<file path="config.mk">
export PLATFORM = sky130hd
export DESIGN_NAME = div_iter
export DESIGN_NICKNAME = d
export VERILOG_FILES = /design/src/rtl/div_iter_pkg.sv /design/src/rtl/div_iter_sub_k1.sv /design/src/rtl/div_iter.sv
export SDC_FILE = /design/constraint.sdc
export NUM_CORES = 1
export LEC_CHECK = 0
export ABC_AREA = 1
export ABC_CLOCK_PERIOD_IN_PS = 4100
export CAP_MARGIN = 20
export CORE_ASPECT_RATIO = 0.7
export CORE_MARGIN = 5
export CORE_UTILIZATION = 45
export DETAILED_ROUTE_END_ITERATION = 8
export HOLD_SLACK_MARGIN = 0.08
export PLACE_DENSITY = 0.65
export REMOVE_ABC_BUFFERS = 1
export SLEW_MARGIN = 20
export SYNTH_ARGS = -nofsm -noshare
export SYNTH_HDL_FRONTEND = slang
export SYNTH_HIERARCHICAL = 1
export SYNTH_SLANG_ARGS = --single-unit
</file>
<file path="constraint.sdc">
create_clock -name clk -period 4.1 [get_ports clk]
set_input_delay 0.82 -clock clk [delete_from_list [all_inputs] [get_ports clk]]
set_output_delay 0.82 -clock clk [all_outputs]
set_load 0.02 [all_outputs]
</file>
<file path="src/rtl/div_iter_pkg.sv">
// div_iter_pkg: state encoding and default operand width shared by the
// iterative divider files.
package div_iter_pkg;

   localparam int K_DEFAULT = 32;

   typedef enum logic [1:0] {
      IDLE = 2'd0,
      RUN  = 2'd1,
      DONE = 2'd2
   } state_t;

endpackage

</file>
<file path="src/rtl/div_iter_sub_k1.sv">
// div_iter_sub_k1: combinational W-bit subtractor; borrow is set when a < b.
module div_iter_sub_k1 #(
   parameter int W = 33
) (
   input  logic [W-1:0] a,
   input  logic [W-1:0] b,
   output logic [W-1:0] diff,
   output logic         borrow
);

   assign {borrow, diff} = {1'b0, a} - {1'b0, b};

endmodule

</file>
<file path="src/rtl/div_iter.sv">
// div_iter: iterative restoring divider, one quotient bit per cycle, unsigned
// or two's-complement, with divide-by-zero and signed-overflow flags.
//
// state | meaning
// IDLE  | waiting for start; results hold
// RUN   | one restoring step per cycle for k cycles
// DONE  | result just registered, done pulses; a new start is accepted here
module div_iter
   import div_iter_pkg::*;
#(
   parameter int k = K_DEFAULT
) (
   input  logic         clk,
   input  logic         rst_n,
   input  logic         start,
   input  logic         sign,
   input  logic [k-1:0] X,
   input  logic [k-1:0] Y,
   output logic         busy,
   output logic         done,
   output logic [k-1:0] Q,
   output logic [k-1:0] R,
   output logic         DivZero,
   output logic         DivOverflow
);

   localparam int CW = $clog2(k);
   localparam logic [k-1:0] MOST_NEG = {1'b1, {(k-1){1'b0}}};

   state_t        state, state_nxt;
   logic [CW-1:0] cnt;
   logic [k-1:0]  rem, quo, dmag;
   logic          neg_q, neg_r, dz, ov;
   logic          accept, last, take;
   logic [k:0]    sub_a, sub_b, sub_d;
   logic          borrow;
   logic [k-1:0]  rem_nxt, quo_nxt;

   assign accept = start && (state != RUN);
   assign last   = (state == RUN) && (cnt == '0);

   always_ff @(posedge clk) begin
      if (!rst_n) state <= IDLE;
      else        state <= state_nxt;
   end

   always_comb begin
      state_nxt = state;
      busy      = 1'b0;
      done      = 1'b0;
      case (state)
         IDLE: if (start) state_nxt = RUN;
         RUN: begin
            busy = 1'b1;
            if (cnt == '0) state_nxt = DONE;
         end
         DONE: begin
            done      = 1'b1;
            state_nxt = start ? RUN : IDLE;
         end
         default: state_nxt = IDLE;
      endcase
   end

   // Partial remainder shifted left with the next dividend bit from quo's MSB.
   assign sub_a = {rem, quo[k-1]};
   assign sub_b = {1'b0, dmag};

   div_iter_sub_k1 #(.W(k + 1)) sub_k1 (
      .a      (sub_a),
      .b      (sub_b),
      .diff   (sub_d),
      .borrow (borrow)
   );

   // A valid difference is non-negative and below the divisor, so its MSB is clear.
   assign take    = ~borrow & ~sub_d[k];
   assign rem_nxt = take ? sub_d[k-1:0] : sub_a[k-1:0];
   assign quo_nxt = {quo[k-2:0], take};

   always_ff @(posedge clk) begin
      if (!rst_n) begin
         cnt         <= '0;
         rem         <= '0;
         quo         <= '0;
         dmag        <= '0;
         neg_q       <= 1'b0;
         neg_r       <= 1'b0;
         dz          <= 1'b0;
         ov          <= 1'b0;
         Q           <= '0;
         R           <= '0;
         DivZero     <= 1'b0;
         DivOverflow <= 1'b0;
      end else if (accept) begin
         cnt   <= CW'(k - 1);
         rem   <= '0;
         quo   <= (sign && X[k-1]) ? -X : X;
         dmag  <= (sign && Y[k-1]) ? -Y : Y;
         neg_q <= sign && (X[k-1] ^ Y[k-1]);
         neg_r <= sign && X[k-1];
         dz    <= (Y == '0);
         ov    <= sign && (X == MOST_NEG) && (Y == '1);
      end else if (state == RUN) begin
         rem <= rem_nxt;
         quo <= quo_nxt;
         if (cnt != '0) cnt <= cnt - CW'(1);
         if (last) begin
            // Zero divisor yields |X| naturally; only the signed quotient needs forcing.
            Q           <= dz ? '1 : (neg_q ? -quo_nxt : quo_nxt);
            R           <= neg_r ? -rem_nxt : rem_nxt;
            DivZero     <= dz;
            DivOverflow <= ov;
         end
      end
   end

endmodule

</file>
Word level (Yosys, flattened, before mapping)
Cells that the tools add are included.

Memory bits (writable): 0. Input bits: 68. Register bits after elaboration: 173. Latch bits: 0. Memory bits (read-only): 0. Memories: 0.

Order comparisons: 0. $mul: 0. Add/subtract/negate cells: 6. Bitwise logic cells: 6. Eq/ne operators: 7. Mux-type cells: 17. Divide/modulo/power cells: 0. Shift-type cells: 0. Reduce and logical (&&, ||, !) cells: 17.

Operators with widths (number): 2-to-1 mux 32 bit (8); negator 32 bit (4); == test 32 bit (second input constant) (2); subtractor 33 x 32 -> 34 bit (1); zero test 32 bit (1); 2-to-1 mux 5 bit (3); logical AND 1 bit (7); case mux 2 bit (3 select lines) (1); zero test 5 bit (1); nonzero test 5 bit (1); subtractor 5 x 1 -> 5 bit (second input constant) (1); 2-to-1 mux 2 bit (2); inequality test 2 x 1 -> 1 bit (second input constant) (2); inverter 1 bit (4); AND reduction 2 bit (2); nonzero test 2 bit (2); 2-to-1 mux 1 bit (3); AND reduction 3 bit (1); == test 2 x 1 -> 1 bit (second input constant) (1); == test 2 bit (second input constant) (1); zero test 2 bit (1); inequality test 2 bit (second input constant) (1); OR reduction 2 bit (1); AND 1 bit (1); bitwise XOR 1 bit (1).

Longest topological paths before layout
Gate-level depths: netlist of run 1.

Depth after elaboration: 6. Gate-level depth with buffers: 31. Depth with buffers taken out: 30.

Cells and area by module
Netlist of run 1, hierarchy kept.

Modules (own cells, without submodules): div_iter (sequential area each 3463.3 sq um, cells an instance 1765, times used 1, area each 10904.2 sq um); div_iter_sub_k1 (sequential area each 0.0 sq um, cells an instance 577, times used 1, area each 2652.5 sq um).

Worst setup path after synthesis of run 1
OpenSTA, ideal clock, no wires.

Path kind: reg-to-reg. Start: reg quo[31]. End: reg Q[22]. Buffers on the path: 2. Slack: 567 ps. Setup time: 109 ps. Arrival time: 3424 ps. Cell stages (with the launch flop): 30. Clock period less this slack: 3533 ps. Cell sequence: dfxtp_1 inv_1 ha_1 inv_1 fa_1 nand2_1 nand2_1 nand3_1 nand2_2 nand2_1 nand2_2 nand2_1 nand3_1 nand2_1 inv_1 nand2_2 buf_8 buf_6 ha_1 nand4_1 nor2_1 nand2_1 nor2_1 nor2_1 a21oi_1 inv_1 nand2_1 nand3_1 nand2_1 inv_1.

Cells in the longest elaborated chain, start to end: 6. Elaborated cells on any way between the ends: 7. Those cells by class: add/sub: 2; mux: 2; bitwise: 3.

RTL lines: start: declaration (RTL line div_iter.sv:32) `logic [k-1:0] rem, quo, dmag;`; start signal: assignment (RTL line div_iter.sv:98) `quo <= (sign && X[k-1]) ? -X : X;`; start signal: assignment (RTL line div_iter.sv:106) `quo <= quo_nxt;`; subtractor 33 x 32 -> 34 bit (RTL line div_iter_sub_k1.sv:11) `assign {borrow, diff} = {1'b0, a} - {1'b0, b};`; net sub_d[32] (RTL line div_iter.sv:35) `logic [k:0] sub_a, sub_b, sub_d;`; inverter 1 bit (RTL line div_iter.sv:77) `assign take = ~borrow & ~sub_d[k];`; AND 1 bit (RTL line div_iter.sv:77); negator 32 bit (RTL line div_iter.sv:110) `Q <= dz ? '1 : (neg_q ? -quo_nxt : quo_nxt);`; 2-to-1 mux 32 bit (2 in series) (RTL line div_iter.sv:110); end signal: assignment (RTL line div_iter.sv:110); end: declaration (RTL line div_iter.sv:21) `output logic [k-1:0] Q,`.

The timed path passes the listed nets, and every way through them passes these cells. A chain may end at the register's enable or synchronous reset.

Worst setup path in the final report of run 1
Start: reg quo[31]. End: reg R[20].

Cells in the longest elaborated chain, start to end: 6. Elaborated cells on any way between the ends: 7. Those cells by class: add/sub: 2; mux: 2; bitwise: 3.

RTL lines: subtractor 33 x 32 -> 34 bit (*) (RTL line div_iter_sub_k1.sv:11); net sub_d[32] (RTL line div_iter.sv:35); inverter 1 bit (*) (RTL line div_iter.sv:77); AND 1 bit (*) (RTL line div_iter.sv:77); 2-to-1 mux 32 bit (*) (RTL line div_iter.sv:78) `assign rem_nxt = take ? sub_d[k-1:0] : sub_a[k-1:0];`; negator 32 bit (RTL line div_iter.sv:111) `R <= neg_r ? -rem_nxt : rem_nxt;`; 2-to-1 mux 32 bit (*) (RTL line div_iter.sv:111); end signal: assignment (RTL line div_iter.sv:111); end: declaration (RTL line div_iter.sv:22) `output logic [k-1:0] R,`.

The timed path passes the listed nets; every way through them passes the cells marked *.

==> metrics.csv, run 1 <==
stage,metric,value,unit
detailed_routing,highest metal used,met5,
pwr,Cell Pwr Density,409.2,nW/um2
synthesis,Cells after Synth,2342,
floorplanning,Starting Density,45.43,%
cells_and_area,"Area growth, synth to finish",17.21,%
synthesis,fraction of registers with async set/reset,0,%
detailed_routing,wire per inst,16.64,um
clock_tree,clk buf depth,2,
detailed_routing,met2 WL,17020,um
timing,fmax,0.2672,GHz
detailed_routing,Met3 Routed Length,4727,um
setup_path,Most common cell on crit path,nand2_1,
setup_path,Max Fanout on Critical Path,30,
clock_tree,# H-tree levels,4,
setup_path,Worst path max stage delay,0.44,ns
cells_and_area,"most common cell after layout, fill and taps aside",nand2_1,
timing,crit share post-route,91.29,%
pwr,total power,6.502,mW
synthesis,Post-synth EDFFs,0,
cells_and_area,final instance area,15890,um2
grt,Overall Global Routing Usage,27.41,%
grt,grt ovf,0,
clock_tree,Worst-Skew Late Latency,0.46,ns
setup_path,crit end category,register,
floorplanning,Ports,136,
pwr,Lkg Pwr,7.987,nW
synthesis,Yosys cell types,57,
setup_path,Startpoint Class,register,
clock_tree,CTS root buffer,clkbuf_16,
synthesis,Post-synth top flop,dfxtp_1,
setup_path,"Data arrival, critical path",4.09,ns
placement,dpl cells,2814,
setup_path,Worst EP required,4.45,ns
floorplanning,row cnt,53,
job,maxcap violations,0,
detailed_routing,initial drt markers,1568,
synthesis,Synth area leader,dfxtp_1,
detailed_routing,M1 WL,24920,um
placement,gpl congestion,0.9605,
cells_and_area,fraction of layout cells with a size suffix above 1,6.009,%
clock_tree,Sink Count,173,
synthesis,Yosys Warn Count,6,
placement,IO Port Bufs,135,
timing,Max Slew Vio Count,0,
pwr,Max VDD drop,0.2503,mV
timing,final hold violation count,0,
detailed_routing,drt first pass iters,7,
detailed_routing,remaining antenna violation count after routing,0,
grt,vias in the first global route,13067,
grt,initial antenna violation count,0,
floorplanning,Die ar.,33750,um2
timing,headroom to the max-slew limit,35.39,%
synthesis,register bit total from synthesis,173,
cells_and_area,nets,2558,
floorplanning,Die Wd,217.5,um
cells_and_area,"commonest cells after routing, fill and taps aside","nand2_1, inv_1, nor2_1",
synthesis,Mean Syn Cell Area,5.789,um2
placement,placed cell area,15230,um2
timing,fin worst setup slack,0.3573,ns
cells_and_area,Layout Cells excl Fill,2848,
floorplanning,Die Y,155.2,um
hold_path,Hold Path Class,reg2reg,
setup_path,critical path class,reg2reg,
synthesis,synthesized area,13560,um2
synthesis,top cell type's share of synthesized area,25.55,%
grt,global-route wire length before repair,73530,um
clock_tree,CTS Buf Count,17,
floorplanning,Core ar.,29840,um2
grt,largest net degree at the start of global routing,94,
detailed_routing,final wirelength,47390,um
timing,Fin Hold WS,0.4541,ns
detailed_routing,DRC viols,0,
synthesis,register area share after synthesis,25.55,%
timing,Final setup violation count,0,
placement,Setup WS pre-CTS,0.1760,ns
clock_tree,clock-pin slew on the worst setup and hold paths,0.07,ns
timing,Final min period,3.743,ns
cells_and_area,# diodes,0,
timing,RSZ-0062 raised after global routing,false,
clock_tree,CTS tree,done,
cells_and_area,number of fill cells,3069,
synthesis,Synth area leaders,"dfxtp_1, nand2_1, inv_1",
setup_path,CP max-delay cell,fa_1,
clock_tree,setup bufs post-CTS,0,
timing,Clock Skew,0.01410,ns
timing,Slew @ Worst Pin,0.9692,ns
placement,Post-DP HPWL,37620,um
detailed_routing,total number of vias,14892,
detailed_routing,vias per cell,5.229,
run_status,run status,"complete, no violations",
## metal layers
layer  global-route usage [%]  vias to the layer above
li1                         -                     7606
met2                    34.44                      610
met1                    45.25                     6630
met3                    7.119                       42
met5                    4.203                        -
met4                    4.632                        4
## cell type report
cell class | instances | area [um2] | area share (%)
clock buffer | 18 | 429.2 | 2.701
clock inverter | 14 | 182.7 | 1.150
inverter | 425 | 1595 | 10.04
multi-input combinational | 1669 | 8158 | 51.34
sequential | 173 | 3463 | 21.80
tap | 385 | 481.7 | 3.032
timing repair buffer | 164 | 1580 | 9.945
## worst paths after layout
path | cells after the start | startpoint | slack (ns) | endpoint
setup / recovery | 29 | quo[31] | 0.36 | R[20]
hold / removal | 2 | dmag[12] | 0.45 | dmag[12]
setup reg to reg | 29 | quo[31] | 0.36 | R[20]
hold reg to reg | 2 | dmag[12] | 0.45 | dmag[12]
## synth_stat cells, types with 13 or more instances
cell      count
inv_1       418
nand2_1     674
nand3_1     133
nor2_1      250
o21ai_1      18
dfxtp_1     173
o22ai_1      28
nor2_2       17
a21oi_1     121
clkbuf_1     48
o211ai_1     13
ha_1         39
xor2_1       37
nor3_1       32
o21ai_0     153
nand2_2      28
nand4_1      28
## cells by family (layout without fill, tap and decap cells)
family	count (synthesis)	after routing	synth area share [%]
compound gates	393	393	16.45
xor+xnor	39	39	2.520
fa+ha+maj	40	40	3.747
buf+inv	502	621	14.70
flops	173	173	25.55
other cells	1	1	0.02766
simple gates	1194	1196	37.01
## critical path: cells and delay by family, from the launching register on
kind | cells | cell delay, ns
simple gates | 21 | 2.12
fa+ha+maj | 2 | 0.59
buf+inv | 6 | 0.58
flops | 1 | 0.34
## sequential cells by signal, summed over array words and instances, names as in the netlist, 2 cells and up
register,cells
R,32
quo,32
dmag,32
cnt,5
state,2
rem,32
Q,32
## power by group
| group | internal, mW | total [mW] | switching, mW |
|---|---|---|---|
| Combinational | 0.918 | 2.89 | 1.97 |
| Clock | 0.925 | 1.71 | 0.788 |
| Sequential | 1.80 | 1.90 | 0.102 |
| Total | 3.64 | 6.50 | 2.86 |
## repair_timing
item	4_1_cts	5_1_grt
hold buffers	0	0
gates resized for setup	0	7
setup endpoints to repair	0	36
## per-stage QoR
step	TNS, ns	utilization, %
finish	0	53.25
global route	0	53.25
CTS	0	53.09
detailed placement	0	51.04
global placement	0	51.04
floorplan	-356.96	-
(Power assumes the default switching activity.)
==> inputs of run 2 (changes only) <==
--- a/config.mk
+++ b/config.mk
@@ -11,9 +11,10 @@
 export CORE_ASPECT_RATIO = 0.7
 export CORE_MARGIN = 5
 export CORE_UTILIZATION = 45
+export CTS_CLUSTER_SIZE = 40
 export DETAILED_ROUTE_END_ITERATION = 8
 export HOLD_SLACK_MARGIN = 0.08
-export PLACE_DENSITY = 0.65
+export PLACE_DENSITY = 0.74
 export REMOVE_ABC_BUFFERS = 1
 export SLEW_MARGIN = 20
 export SYNTH_ARGS = -nofsm -noshare
==> metrics.csv, run 2 (same netlist as run 1, synthesis figures left out) <==
stage,metric,value,unit,change
clock_tree,CTS Buf Count,17,,unchanged
setup_path,"Data arrival, critical path",4.11,ns,+0.02 ns
run_status,run status,"complete, no violations",,
pwr,Cell Pwr Density,403.0,nW/um2,-1.5%
clock_tree,Worst-Skew Late Latency,0.45,ns,about the same
cells_and_area,"most common cell after layout, fill and taps aside",nand2_1,,
placement,Post-DP HPWL,36640,um,-2.6%
cells_and_area,# diodes,0,,unchanged
cells_and_area,final core occ,52.87,%,-0.38 points
cells_and_area,fraction of layout cells with a size suffix above 1,5.786,%,-0.22 points
setup_path,Worst path max stage delay,0.45,ns,about the same
cells_and_area,Layout Cells excl Fill,2839,,-0.32%
timing,Clock Skew,0.01549,ns,+0.001386 ns
detailed_routing,initial drt markers,1645,,+4.9%
setup_path,CP max-delay cell,fa_1,,
clock_tree,CTS root buffer,clkbuf_16,,
floorplanning,Ports,136,,unchanged
clock_tree,clock-pin slew on the worst setup and hold paths,0.07,ns,about the same
setup_path,reg2reg path depth,25,,-14%
timing,Max Slew Vio Count,0,,unchanged
floorplanning,Starting Density,45.43,%,unchanged
grt,grt ovf,0,,unchanged
placement,gpl congestion,0.9752,,+1.5%
hold_path,Hold Path Class,reg2reg,,
floorplanning,row cnt,53,,unchanged
setup_path,critical path depth in cells,25,,-14%
timing,Slew @ Worst Pin,0.9212,ns,-0.04796 ns
detailed_routing,vias per cell,5.299,,+1.3%
grt,largest net degree at the start of global routing,94,,unchanged
clock_tree,# H-tree levels,4,,unchanged
floorplanning,Core ar.,29840,um2,unchanged
timing,final hold violation count,0,,unchanged
grt,global-route wire length before repair,72810,um,-0.99%
timing,crit share post-route,91.72,%,+0.44 points
setup_path,Max Fanout on Critical Path,30,,unchanged
cells_and_area,nets,2549,,-0.35%
setup_path,Bufs and invs on worst path,5,,-1
setup_path,crit end category,register,,
detailed_routing,DRC viols,0,,unchanged
timing,headroom to the max-slew limit,38.52,%,+3.1 points
hold_path,Worst Hold Depth,2,,unchanged
job,maxcap violations,0,,unchanged
detailed_routing,total number of vias,15044,,+1.0%
floorplanning,Die ar.,33750,um2,unchanged
floorplanning,Die Y,155.2,um,unchanged
setup_path,Worst EP required,4.45,ns,about the same
placement,dpl cells,2806,,-0.28%
detailed_routing,final wirelength,46220,um,-2.5%
cells_and_area,"Area growth, synth to finish",16.38,%,
timing,Final min period,3.761,ns,+0.01801 ns
pwr,Lkg Pwr,7.924,nW,-0.79%
clock_tree,clk buf depth,2,,unchanged
grt,vias in the first global route,13495,,+3.3%
pwr,Max VDD drop,0.2296,mV,-8.3%
detailed_routing,wire per inst,16.28,um,-2.2%
placement,IO Port Bufs,135,,unchanged
detailed_routing,drt first pass iters,6,,-1
clock_tree,Sink Count,173,,unchanged
timing,Final setup violation count,0,,unchanged
setup_path,critical path class,reg2reg,,
clock_tree,CTS tree,done,,
timing,fmax,0.2659,GHz,-0.48%
cells_and_area,"commonest cells after routing, fill and taps aside","nand2_1, inv_1, nor2_1",,
setup_path,Startpoint Class,register,,
detailed_routing,remaining antenna violation count after routing,0,,unchanged
setup_path,Most common cell on crit path,nand2_1,,
setup_path,"CP delay by family, top",simple AND/OR/NAND/NOR gates,,
floorplanning,Die Wd,217.5,um,unchanged
grt,initial antenna violation count,0,,unchanged
grt,Overall Global Routing Usage,26.81,%,-0.60 points
pwr,total power,6.358,mW,-2.2%
[run 2: repair_timing]
| action | CTS | global route |
|---|---|---|
| resized for setup | 0 | 8 |
| setup endpoints to repair | 0 | 34 |
| hold buffers | 0 | 0 |
| setup buffers | 0 | 0 |
[run 2: final cells by class]
type | instances | area, um2
fillers | 3107 | 14060
multi-input cells | 1668 | 8152
flip-flops and latches | 173 | 3463
inverters | 425 | 1595
repair buffers | 156 | 1524
well taps | 385 | 481.7
clock buffers | 21 | 480.5
clock inverters | 11 | 81.33
[run 2: path summary, 6_finish.rpt]
| kind | startpoint | end | slack, ns |
|---|---|---|---|
| setup / recovery | quo[31] | Q[31] | 0.34 |
| setup reg to reg | quo[31] | Q[31] | 0.34 |
| hold reg to reg | dmag[19] | dmag[19] | 0.45 |
| hold / removal | dmag[19] | dmag[19] | 0.45 |
[run 2: worst min-delay path: cells and delay by family, from the launching register on]
kind,cells,cell delay [ns]
simple gates,2,0.10
flops,1,0.31
[run 2: power breakdown]
group	total (mW)	leakage (nW)	internal (mW)	switching, mW
clock network	1.59	0.278	0.847	0.746
logic	2.86	6.23	0.905	1.96
registers	1.90	1.41	1.80	0.102
total	6.36	7.92	3.55	2.81
[run 2: per-stage QoR]
stage	hold WS, ns	worst slack [ns]	cell area (um2)	setup TNS, ns
2_1_floorplan	0.4260	-4.090	13160	-356.96
6_report	0.4538	0.3393	15780	0
3_3_place_gp	0.4391	0.1755	15180	0
4_1_cts	0.4577	0.2191	15740	0
5_1_grt	0.4692	-0.004284	15780	-0.004284
3_5_place_dp	0.4453	0.2341	15180	0
[run 2: layer usage]
metal,vias to the layer above,global-route usage (%),share of wire (%)
li1,7595,-,-
met1,6776,42.26,51
met2,633,35.65,38
met3,40,7.528,10
met4,0,5.564,1.3
met5,-,0,0
